$ cat config.mk
export PLATFORM = sky130hd
export DESIGN_NAME = pc_trace_uart_flat
export DESIGN_NICKNAME = d
export VERILOG_FILES = /design/src/rtl/pc_trace_pkg.sv /design/src/rtl/pc_trace_uart_if.sv /design/src/rtl/uart_tx_byte.sv /design/src/rtl/pc_trace_uart.sv /design/src/flat_wrapper.sv
export SDC_FILE = /design/constraint.sdc
export NUM_CORES = 1
export LEC_CHECK = 0
export ABC_AREA = 0
export CAP_MARGIN = 20
export CORE_MARGIN = 3
export CORE_UTILIZATION = 28
export DETAILED_ROUTE_END_ITERATION = 12
export DONT_BUFFER_PORTS = 1
export SYNTH_ARGS = -nofsm -noshare
export SYNTH_HDL_FRONTEND = slang
export SYNTH_SLANG_ARGS = --single-unit
$ cat constraint.sdc
create_clock -name CLK -period 4.87 [get_ports CLK]
set_input_delay 1.461 -clock CLK [delete_from_list [all_inputs] [get_ports CLK]]
set_output_delay 1.461 -clock CLK [all_outputs]
set_load 0.03 [all_outputs]
$ cat src/rtl/pc_trace_pkg.sv
// Shared types and constants for the PC trace UART stage.
package pc_trace_pkg;

    // Record FSM states
    typedef enum logic [1:0] {
        IDLE,
        LOAD,
        CHAR,
        WAIT
    } rec_state_e;

    localparam logic [7:0] ASCII_0     = 8'h30;
    localparam logic [7:0] ASCII_A_OFF = 8'h37;
    localparam logic [7:0] ASCII_CR    = 8'h0D;
    localparam logic [7:0] ASCII_LF    = 8'h0A;

    // Eight hex digits followed by CR LF
    localparam int unsigned REC_CHARS = 10;

    // Uppercase ASCII for one hex nibble
    function automatic logic [7:0] hex_ascii(input logic [3:0] n);
        if (n < 4'd10) begin
            return ASCII_0 + {4'h0, n};
        end
        return ASCII_A_OFF + {4'h0, n};
    endfunction

    // Character at a given record index; rec is already shifted so the
    // digit to send sits in the top nibble
    function automatic logic [7:0] char_sel(input logic [3:0] idx, input logic [31:0] rec);
        if (idx < 4'd8) begin
            return hex_ascii(rec[31:28]);
        end else if (idx == 4'd8) begin
            return ASCII_CR;
        end
        return ASCII_LF;
    endfunction

endpackage

$ cat src/rtl/pc_trace_uart_if.sv
// Core-facing signal bundle of the PC trace stage.
interface pc_trace_uart_if;
    logic [31:0] PC_IN;
    logic        EN;
    logic        TXD;
    logic        BUSY;
    logic        OVERFLOW;
    logic [15:0] DROP_CNT;

    // Board/core side: supplies the PC, observes the trace outputs
    modport master (
        output PC_IN,
        output EN,
        input  TXD,
        input  BUSY,
        input  OVERFLOW,
        input  DROP_CNT
    );

    // Trace stage side
    modport slave (
        input  PC_IN,
        input  EN,
        output TXD,
        output BUSY,
        output OVERFLOW,
        output DROP_CNT
    );
endinterface

$ cat src/rtl/uart_tx_byte.sv
// 8N1 UART byte transmitter, LSB first, idle high. done pulses during the
// last cycle of the stop bit so a follower can restart with no gap.
module uart_tx_byte #(
    parameter int unsigned CLKS_PER_BIT = 868
) (
    input  logic       CLK,
    input  logic       RST_X,
    input  logic       start,
    input  logic [7:0] data,
    output logic       txd,
    output logic       done
);
    localparam int unsigned CW = (CLKS_PER_BIT > 2) ? $clog2(CLKS_PER_BIT) : 1;
    localparam logic [CW-1:0] CNT_TOP = CW'(CLKS_PER_BIT - 1);

    logic          busy_q;
    logic [3:0]    bit_q;   // 0 start, 1..8 data, 9 stop
    logic [CW-1:0] cnt_q;
    logic [7:0]    shreg_q;
    logic          txd_q;

    // Bit sequencer: each bit held CLKS_PER_BIT cycles by the down-counter
    always_ff @(posedge CLK or negedge RST_X) begin
        if (!RST_X) begin
            busy_q  <= 1'b0;
            bit_q   <= 4'd0;
            cnt_q   <= '0;
            shreg_q <= 8'h00;
            txd_q   <= 1'b1;
        end else if (!busy_q) begin
            if (start) begin
                busy_q  <= 1'b1;
                bit_q   <= 4'd0;
                cnt_q   <= CNT_TOP;
                shreg_q <= data;
                txd_q   <= 1'b0;
            end
        end else if (cnt_q != '0) begin
            cnt_q <= cnt_q - 1'b1;
        end else begin
            cnt_q <= CNT_TOP;
            if (bit_q == 4'd9) begin
                busy_q <= 1'b0;
                txd_q  <= 1'b1;
            end else begin
                bit_q <= bit_q + 4'd1;
                if (bit_q == 4'd8) begin
                    txd_q <= 1'b1;
                end else begin
                    txd_q   <= shreg_q[0];
                    shreg_q <= {1'b0, shreg_q[7:1]};
                end
            end
        end
    end

    assign txd  = txd_q;
    assign done = busy_q && (bit_q == 4'd9) && (cnt_q == '0);

endmodule

$ cat src/rtl/pc_trace_uart.sv
// PC trace stage: captures every PC change into a small FIFO and streams
// each entry as eight uppercase hex digits plus CR LF over UART.
module pc_trace_uart
    import pc_trace_pkg::*;
#(
    parameter int unsigned CLKS_PER_BIT = 868,
    parameter int unsigned FIFO_AW      = 4
) (
    input logic        CLK,
    input logic        RST_X,
    pc_trace_uart_if.slave bus
);
    localparam int unsigned DEPTH = 1 << FIFO_AW;

    logic [31:0]      fifo_q [DEPTH];
    logic [FIFO_AW:0] wr_ptr_q;
    logic [FIFO_AW:0] rd_ptr_q;
    logic [31:0]      last_pc_q;
    logic             overflow_q;
    logic [15:0]      drop_cnt_q;

    rec_state_e  state_q;
    logic [31:0] rec_q;
    logic [3:0]  idx_q;
    logic [7:0]  byte_q;
    logic        start_q;

    logic empty;
    logic full;
    logic capture;
    logic pop;
    logic push;
    logic drop;
    logic tx_done;
    logic tx_line;

    assign empty = (wr_ptr_q == rd_ptr_q);
    assign full  = (wr_ptr_q[FIFO_AW] != rd_ptr_q[FIFO_AW]) &&
                   (wr_ptr_q[FIFO_AW-1:0] == rd_ptr_q[FIFO_AW-1:0]);

    assign capture = bus.EN && (bus.PC_IN != last_pc_q);
    // Pop only happens from IDLE with data present, so a full FIFO popping
    // in the same cycle always has room for the push.
    assign pop  = (state_q == IDLE) && !empty;
    assign push = capture && (!full || pop);
    assign drop = capture && full && !pop;

    // FIFO storage; no reset needed since the pointers define validity
    always_ff @(posedge CLK) begin
        if (push) begin
            fifo_q[wr_ptr_q[FIFO_AW-1:0]] <= bus.PC_IN;
        end
    end

    // Capture tracking, FIFO pointers and drop accounting
    always_ff @(posedge CLK or negedge RST_X) begin
        if (!RST_X) begin
            wr_ptr_q   <= '0;
            rd_ptr_q   <= '0;
            last_pc_q  <= 32'hFFFF_FFFF;
            overflow_q <= 1'b0;
            drop_cnt_q <= 16'h0000;
        end else begin
            // last_pc follows the PC even when the entry is dropped
            if (capture) begin
                last_pc_q <= bus.PC_IN;
            end
            if (push) begin
                wr_ptr_q <= wr_ptr_q + 1'b1;
            end
            if (pop) begin
                rd_ptr_q <= rd_ptr_q + 1'b1;
            end
            if (drop) begin
                overflow_q <= 1'b1;
                if (drop_cnt_q != 16'hFFFF) begin
                    drop_cnt_q <= drop_cnt_q + 16'h0001;
                end
            end
        end
    end

    // Record FSM: pop, pick each character, kick the serializer, wait
    always_ff @(posedge CLK or negedge RST_X) begin
        if (!RST_X) begin
            state_q <= IDLE;
            rec_q   <= 32'h0;
            idx_q   <= 4'd0;
            byte_q  <= 8'h00;
            start_q <= 1'b0;
        end else begin
            unique case (state_q)
                IDLE: begin
                    start_q <= 1'b0;
                    if (!empty) begin
                        rec_q   <= fifo_q[rd_ptr_q[FIFO_AW-1:0]];
                        idx_q   <= 4'd0;
                        state_q <= LOAD;
                    end
                end
                LOAD: begin
                    byte_q  <= char_sel(idx_q, rec_q);
                    state_q <= CHAR;
                end
                CHAR: begin
                    start_q <= 1'b1;
                    state_q <= WAIT;
                end
                WAIT: begin
                    start_q <= 1'b0;
                    if (tx_done) begin
                        if (idx_q == 4'(REC_CHARS - 1)) begin
                            state_q <= IDLE;
                        end else begin
                            idx_q   <= idx_q + 4'd1;
                            rec_q   <= {rec_q[27:0], 4'h0};
                            byte_q  <= char_sel(idx_q + 4'd1, {rec_q[27:0], 4'h0});
                            state_q <= CHAR;
                        end
                    end
                end
                default: begin
                    state_q <= IDLE;
                end
            endcase
        end
    end

    uart_tx_byte #(
        .CLKS_PER_BIT(CLKS_PER_BIT)
    ) u_tx (
        .CLK  (CLK),
        .RST_X(RST_X),
        .start(start_q),
        .data (byte_q),
        .txd  (tx_line),
        .done (tx_done)
    );

    assign bus.TXD      = tx_line;
    assign bus.BUSY     = !empty || (state_q != IDLE);
    assign bus.OVERFLOW = overflow_q;
    assign bus.DROP_CNT = drop_cnt_q;

endmodule

$ cat src/flat_wrapper.sv
// flat-port wrapper written by rule: the top's interface ports become plain ports
module pc_trace_uart_flat import pc_trace_pkg::*;
#(
    parameter int unsigned CLKS_PER_BIT = 868,
    parameter int unsigned FIFO_AW      = 4
)
  (CLK, RST_X, bus_PC_IN, bus_EN, bus_TXD, bus_BUSY, bus_OVERFLOW, bus_DROP_CNT);
  pc_trace_uart_if bus_i ();
  input logic CLK;
  input logic RST_X;
  input wire logic [$bits(bus_i.PC_IN)-1:0] bus_PC_IN;
  input wire logic [$bits(bus_i.EN)-1:0] bus_EN;
  output wire logic [$bits(bus_i.TXD)-1:0] bus_TXD;
  output wire logic [$bits(bus_i.BUSY)-1:0] bus_BUSY;
  output wire logic [$bits(bus_i.OVERFLOW)-1:0] bus_OVERFLOW;
  output wire logic [$bits(bus_i.DROP_CNT)-1:0] bus_DROP_CNT;
  assign bus_i.PC_IN = bus_PC_IN;
  assign bus_i.EN = bus_EN;
  assign bus_TXD = bus_i.TXD;
  assign bus_BUSY = bus_i.BUSY;
  assign bus_OVERFLOW = bus_i.OVERFLOW;
  assign bus_DROP_CNT = bus_i.DROP_CNT;
  pc_trace_uart #(.CLKS_PER_BIT(CLKS_PER_BIT), .FIFO_AW(FIFO_AW)) u_core (.CLK(CLK), .RST_X(RST_X), .bus(bus_i));
endmodule
Word level (Yosys, flattened, before mapping)
Memories as Yosys holds them, arrays and structs flattened.
Index checks and enable logic that the tools add are counted.
{"block": "totals", "register_bits": 130, "input_bits": 35, "wordCells": 143, "mem_count": 1, "out_inout_bits": 19, "mem_bits_rw": 512}
{"block": "op_classes", "addsub": 10, "n_lt_le_gt_ge": 4, "reduce_logical": 29, "eq_ne": 19, "n_mux": 65}
{"name": "u_core.fifo_q", "words": 16, "word_bits": 32, "read_ports": 1, "rd_ports_with_merged_regs": 0, "wr": 1, "line": "pc_trace_uart.sv:15", "source": "logic [31:0] fifo_q [DEPTH];"}
{"operator": "8-bit two-way mux", "count": 17}
{"operator": "32-bit two-way mux", "count": 3}
{"operator": "32-bit one-hot mux with 2 select lines", "count": 1}
{"operator": "32-bit inequality test", "count": 1}
{"operator": "10-bit two-way mux", "count": 3}
{"operator": "6-bit by 4-bit adder with 7-bit output (first input constant)", "count": 4}
{"operator": "4-bit two-way mux", "count": 7}
{"operator": "1-bit two-way mux", "count": 27}
{"operator": "4-bit equality test (second input constant)", "count": 5}
{"operator": "16-bit by 1-bit adder with 16-bit output (second input constant)", "count": 1}
{"operator": "4-bit less-than comparator (second input constant)", "count": 4}
{"operator": "16-bit inequality test (second input constant)", "count": 1}
{"operator": "8-bit one-hot mux with 2 select lines", "count": 1}
{"operator": "5-bit by 1-bit adder with 5-bit output (second input constant)", "count": 2}
{"operator": "10-bit zero test", "count": 1}
{"operator": "2-bit inequality test (second input constant)", "count": 5}
{"operator": "10-bit nonzero test", "count": 1}
{"operator": "2-bit nonzero test", "count": 5}
{"operator": "10-bit by 1-bit subtractor with 10-bit output (second input constant)", "count": 1}
{"operator": "4-bit by 1-bit adder with 4-bit output (second input constant)", "count": 2}
{"operator": "1-bit logical AND", "count": 8}
{"operator": "2-bit one-hot mux with 4 select lines", "count": 1}
{"operator": "4-bit one-hot mux with 2 select lines", "count": 1}
{"operator": "4-bit AND reduction", "count": 2}
{"operator": "other kinds (14)", "count": 23}

Depth between registers and ports, before layout
{"block": "logic_depth", "ltp_word": 12, "depth_mapped": 10}

Hierarchy
Synthesis repeated with hierarchy kept, for this count alone.
{"block": "hier_totals", "hier_cells": 1421, "area_unflattened_um2": 25796.0}
{"mod": "pc_trace_uart", "instances": 1, "area_per_inst_um2": 24481.0, "cells_each": 1284, "seq_area_each_um2": 18042.3}
{"mod": "uart_tx_byte", "instances": 1, "area_per_inst_um2": 1315.0, "cells_each": 137, "seq_area_each_um2": 601.8}

Worst setup path before layout
OpenSTA, ideal clock, no wires.
{"block": "synth_timing", "path_type": "in2reg", "startpoint": "input bus_PC_IN[18]", "endpoint": "memory u_core.fifo_q[2][0] (enable)", "slack_ns": -0.921, "n_path_buf": 2, "t_required_ns": 4.369, "setup_ns": 0.501, "stages": 7, "arrival_time_ns": 5.290, "cell_sequence": "xor2_1 > nor4_1 > nand4_1 > o21ai_0 > buf_2 > buf_2 > nor4_1"}
{"block": "synth_between", "elab_chain_cells": 5}
{"element": "from (decl)", "line": "flat_wrapper.sv:11", "source": "input wire logic [$bits(bus_i.PC_IN)-1:0] bus_PC_IN;"}
{"element": "32-bit inequality test", "line": "pc_trace_uart.sv:41", "source": "assign capture = bus.EN && (bus.PC_IN != last_pc_q);"}
{"element": "1-bit logical AND", "line": "pc_trace_uart.sv:41"}
{"element": "1-bit logical AND", "line": "pc_trace_uart.sv:45", "source": "assign push = capture && (!full || pop);"}
{"element": "1-bit two-way mux", "line": "pc_trace_uart.sv:50", "source": "if (push) begin"}
{"element": "1-bit two-way mux (implied by the code)", "line": "pc_trace_uart.sv:51", "source": "fifo_q[wr_ptr_q[FIFO_AW-1:0]] <= bus.PC_IN;"}
{"element": "to (decl)", "line": "pc_trace_uart.sv:15"}
No other way between the ends.

Worst setup path after layout
{"block": "layout_timing", "startpoint": "register u_core.rd_ptr_q[3]", "endpoint": "output bus_BUSY"}
{"block": "layout_between", "elab_chain_cells": 3}
{"element": "from (decl)", "line": "pc_trace_uart.sv:17", "source": "logic [FIFO_AW:0] rd_ptr_q;"}
{"element": "from (signal assigned)", "line": "pc_trace_uart.sv:72", "source": "rd_ptr_q <= rd_ptr_q + 1'b1;"}
{"element": "5-bit equality test", "line": "pc_trace_uart.sv:37", "source": "assign empty = (wr_ptr_q == rd_ptr_q);"}
{"element": "1-bit zero test", "line": "pc_trace_uart.sv:141", "source": "assign bus.BUSY = !empty || (state_q != IDLE);"}
{"element": "1-bit logical OR", "line": "pc_trace_uart.sv:141"}
{"element": "to (decl)", "line": "flat_wrapper.sv:14", "source": "output wire logic [$bits(bus_i.BUSY)-1:0] bus_BUSY;"}
No other way between the ends.

==> insert_results.sql <==
INSERT INTO impl_metrics (metric_group, metric, value, unit) VALUES
('critical_path', 'worstPathCellList', 'xor2_1 -> nor4_4 -> nand3_2', ''),
('layout', 'layoutNonFillerInstCount', '2849', ''),
('grt', 'gr-total-overflow', '0', ''),
('detailed_routing', 'post-route-drc-count', '0', ''),
('cts', 'post_cts_resize_count', '0', ''),
('sta', 'worst_slew_margin_rel', '31.3', '%'),
('cts', 'worst_setup_hold_path_clk_slew', '60', 'ps'),
('cts', 'max-clock-path-buffers', '3', ''),
('synth', 'ffs_latches_synth', '640', ''),
('synth', 'synth.net_count', '1591', ''),
('critical_path', 'r2r-start', 'u_core.rd_ptr_q[3]', ''),
('floorplan', 'pin_count', '54', ''),
('pwr', 'ir_worst_vdd', '0.000383', 'V'),
('layout', 'layout.nets', '1612', ''),
('cts', 'cts_sinks', '640', ''),
('cts', 'postCtsSetupRepairBufs', '0', ''),
('floorplan', 'core', '92100', 'um2'),
('detailed_routing', 'route.antenna.remaining_nets', '0', ''),
('sta', 'worstMarginPinSlew', '1030', 'ps'),
('sta', 'final-max-slew-violation-count', '0', ''),
('outcome', 'run_status', 'finished clean', ''),
('floorplan', 'dieWidth', '311', 'um'),
('placement', 'post-dp-hpwl', '36.2', 'mm'),
('sta', 'hold_viol_final', '0', ''),
('pwr', 'pwr_density_cell', '571', 'nW/um2'),
('grt', 'via_count_of_the_first_global_routing_pass', '14100', ''),
('synth', 'yosys.area_share.xor_xnor', '2.22', '%'),
('grt', 'grt_pass1_wl', '91.7', 'mm'),
('layout', 'drive_gt1_share', '19.2', '%'),
('layout', 'filler_cell_count', '8770', ''),
('synth', 'synth_sequential_area_ratio', '71.4', '%'),
('synth', 'yosys_warnings', '0', ''),
('detailed_routing', 'drt_pre_antenna_iters', '5', ''),
('detailed_routing', 'detail_routed_via_count_per_cell', '4.83', ''),
('cts', 'cts_inserted_buffers', '66', ''),
('sta', 'max_clock_freq', '0.252', 'GHz'),
('synth', 'netlist-cell-type-count', '53', ''),
('cts', 'ctsHtreeMaxLevel', '3', ''),
('layout', 'post-route-cell-area', '29900', 'um2'),
('synth', 'syn-mean-instance-area', '17.0', 'um2'),
('synth', 'post_synth_instance_area', '26100', 'um2'),
('cts', 'postCtsHoldBufs', '0', ''),
('synth', 'ys_async_sr_fraction', '20.0', '%'),
('synth', 'post-synth-top-area-cell', 'edfxtp_1', ''),
('min_path', 'start_point_of_the_worst_hold_path', 'u_core.byte_q[6]', ''),
('critical_path', 'worst_setup_path_end_kind', 'output pin', ''),
('critical_path', 'critical_path.n_buffers_inverters', '0', ''),
('run', 'cap_violations', '0', ''),
('detailed_routing', 'detail_route.iter0.violations', '1192', ''),
('sta', 'report.final.setup_viol', '0', ''),
('synth', 'muxShareOfSynthArea', '12.3', '%'),
('layout', 'synthToLayoutAreaGrowth', '14.6', '%'),
('placement', 'place.gp.congestion', '0.798', ''),
('pwr', 'power_leakage', '0.0101', 'uW'),
('critical_path', 'worst-endpoint-arrival', '2510', 'ps'),
('synth', 'post_synth_most_frequent_cells', 'edfxtp_1 (512), mux2i_1 (134), dfrtp_1 (95)', ''),
('floorplan', 'initial_core_util', '28.3', '%'),
('critical_path', 'cpLargestDelayFamily', 'simple AND/OR/NAND/NOR gates', ''),
('synth', 'synth_ff_type', 'edfxtp_1', ''),
('critical_path', 'critPathMaxFanout', '28', ''),
('min_path', 'timing.hold.worst.class', 'reg -> reg', ''),
('synth', 'combinational_family_with_the_most_area_after_synthesis', 'multiplexers', ''),
('synth', 'synthesis.instances', '1536', ''),
('synth', 'count_leader_synth', 'edfxtp_1', ''),
('detailed_routing', 'drt_wl_total', '61.6', 'mm'),
('grt', 'antenna_found_initial', '0', ''),
('floorplan', 'die_h', '311', 'um'),
('cts', 'worst_skew_pair.late_latency', '620', 'ps'),
('sta', 'ratio_of_final_minimum_period_to_clock_period', '81.5', '%'),
('sta', 'finalSetupTns', '0', 'ps'),
('sta', 'rsz_0062_raised_after_global_routing', 'no', '');
==> kinds of logic after synthesis <==
kind of cell / after synthesis
flip-flops: 640
AO/OA/AOI/OAI: 242
multiplexers: 236
AND/OR/NAND/NOR: 219
buffers and inverters: 113
XOR/XNOR: 66
adder cells (fa/ha/maj): 20
==> cells in the final DEF (no fill, tap or decap), types with 5 or more instances in the layout <==
master and instances:
nor4_1 9, a32oi_1 29, nor2_1 38, o21ai_0 26, dfrtp_1 92, and3_1 5
a21oi_1 24, clkbuf_16 67, nor3_2 15, buf_12 8, nand3_1 41, and3_2 8
clkinv_1 12, o211ai_1 36, nand4_1 6, mux2_2 36, ha_1 19, clkbuf_1 13
nand2_1 28, nand2b_1 31, a22oi_1 66, inv_1 28, a31oi_1 16, o21a_1 25
dfstp_2 33, mux2i_1 134, clkinv_2 10, buf_4 29, edfxtp_1 512, o21ai_1 6
mux4_2 64, bufinv_16 5, xor2_1 52, xnor2_1 14, nor3_1 9
==> flip-flops by register name, indices dropped and copies added, names as in the netlist <==
| register | count |
|---|---|
| u_core.fifo_q | 512 |
| u_core.last_pc_q | 32 |
| u_core.rec_q | 32 |
| u_core.bus.DROP_CNT | 16 |
| u_core.u_tx.cnt_q | 10 |
| u_core.byte_q | 7 |
| u_core.u_tx.shreg_q | 7 |
| u_core.rd_ptr_q | 5 |
| u_core.wr_ptr_q | 5 |
| u_core.idx_q | 4 |
| u_core.u_tx.bit_q | 4 |
| u_core.state_q | 2 |
| u_core.bus.OVERFLOW | 1 |
| u_core.start_q | 1 |
| u_core.u_tx.busy_q | 1 |
| u_core.u_tx.txd | 1 |
==> worst register-to-register path: stages, from the launching register on <==
cell and delay, ps:
dfrtp_4 770, xor2_1 310, nor4_4 120, nand2_4 170
nand2_1 120, or2_2 380, nor3_2 800, buf_4 420
==> per-stage QoR <==
step | power, uW | setup slack (ps) | utilization [%]
finish | 17100 | 902 | 32.5
global route | 17900 | 768 | 32.5
CTS | 17200 | 873 | 32.4
detailed placement | 12200 | 722 | 30.1
global placement | 12000 | 803 | 30.0
floorplan | 10700 | -26.2 | -
==> layer usage <==
| layer | part of all wire (%) | GRT usage, % |
|---|---|---|
| met5 | 0 | 0 |
| met4 | 1.8 | 3.01 |
| met3 | 6.1 | 2.90 |
| met2 | 48 | 20.2 |
| met1 | 44 | 17.0 |
==> area by class of cell <==
type	count	area [um2]	share of cell area (%)
clock inverter	34	379	1.27
inverter	28	105	0.351
timing repair buffer	38	383	1.28
sequential	640	18600	62.3
multi-input combinational	783	7090	23.7
tap	1243	1560	5.20
clock buffer	83	1770	5.91
==> path summary, 6_finish.rpt <==
check	end	depth (start not counted)	slack [ps]
max	bus_BUSY	3	900
min	u_core.u_tx.shreg_q[6]	2	490
max reg2reg	u_core.fifo_q[3][28]	7	1420
min reg2reg	u_core.u_tx.shreg_q[6]	2	490
min in group asynchronous	u_core.u_tx.shreg_q[1]	0	570
max in group asynchronous	u_core.last_pc_q[14]	0	3960
==> where the power goes <==
part	internal (uW)	total, uW	switching (uW)
logic	1960	4770	2810
clock network	2870	4990	2130
registers	6720	7300	583
Note: power is estimated with default switching activity, not from simulation.
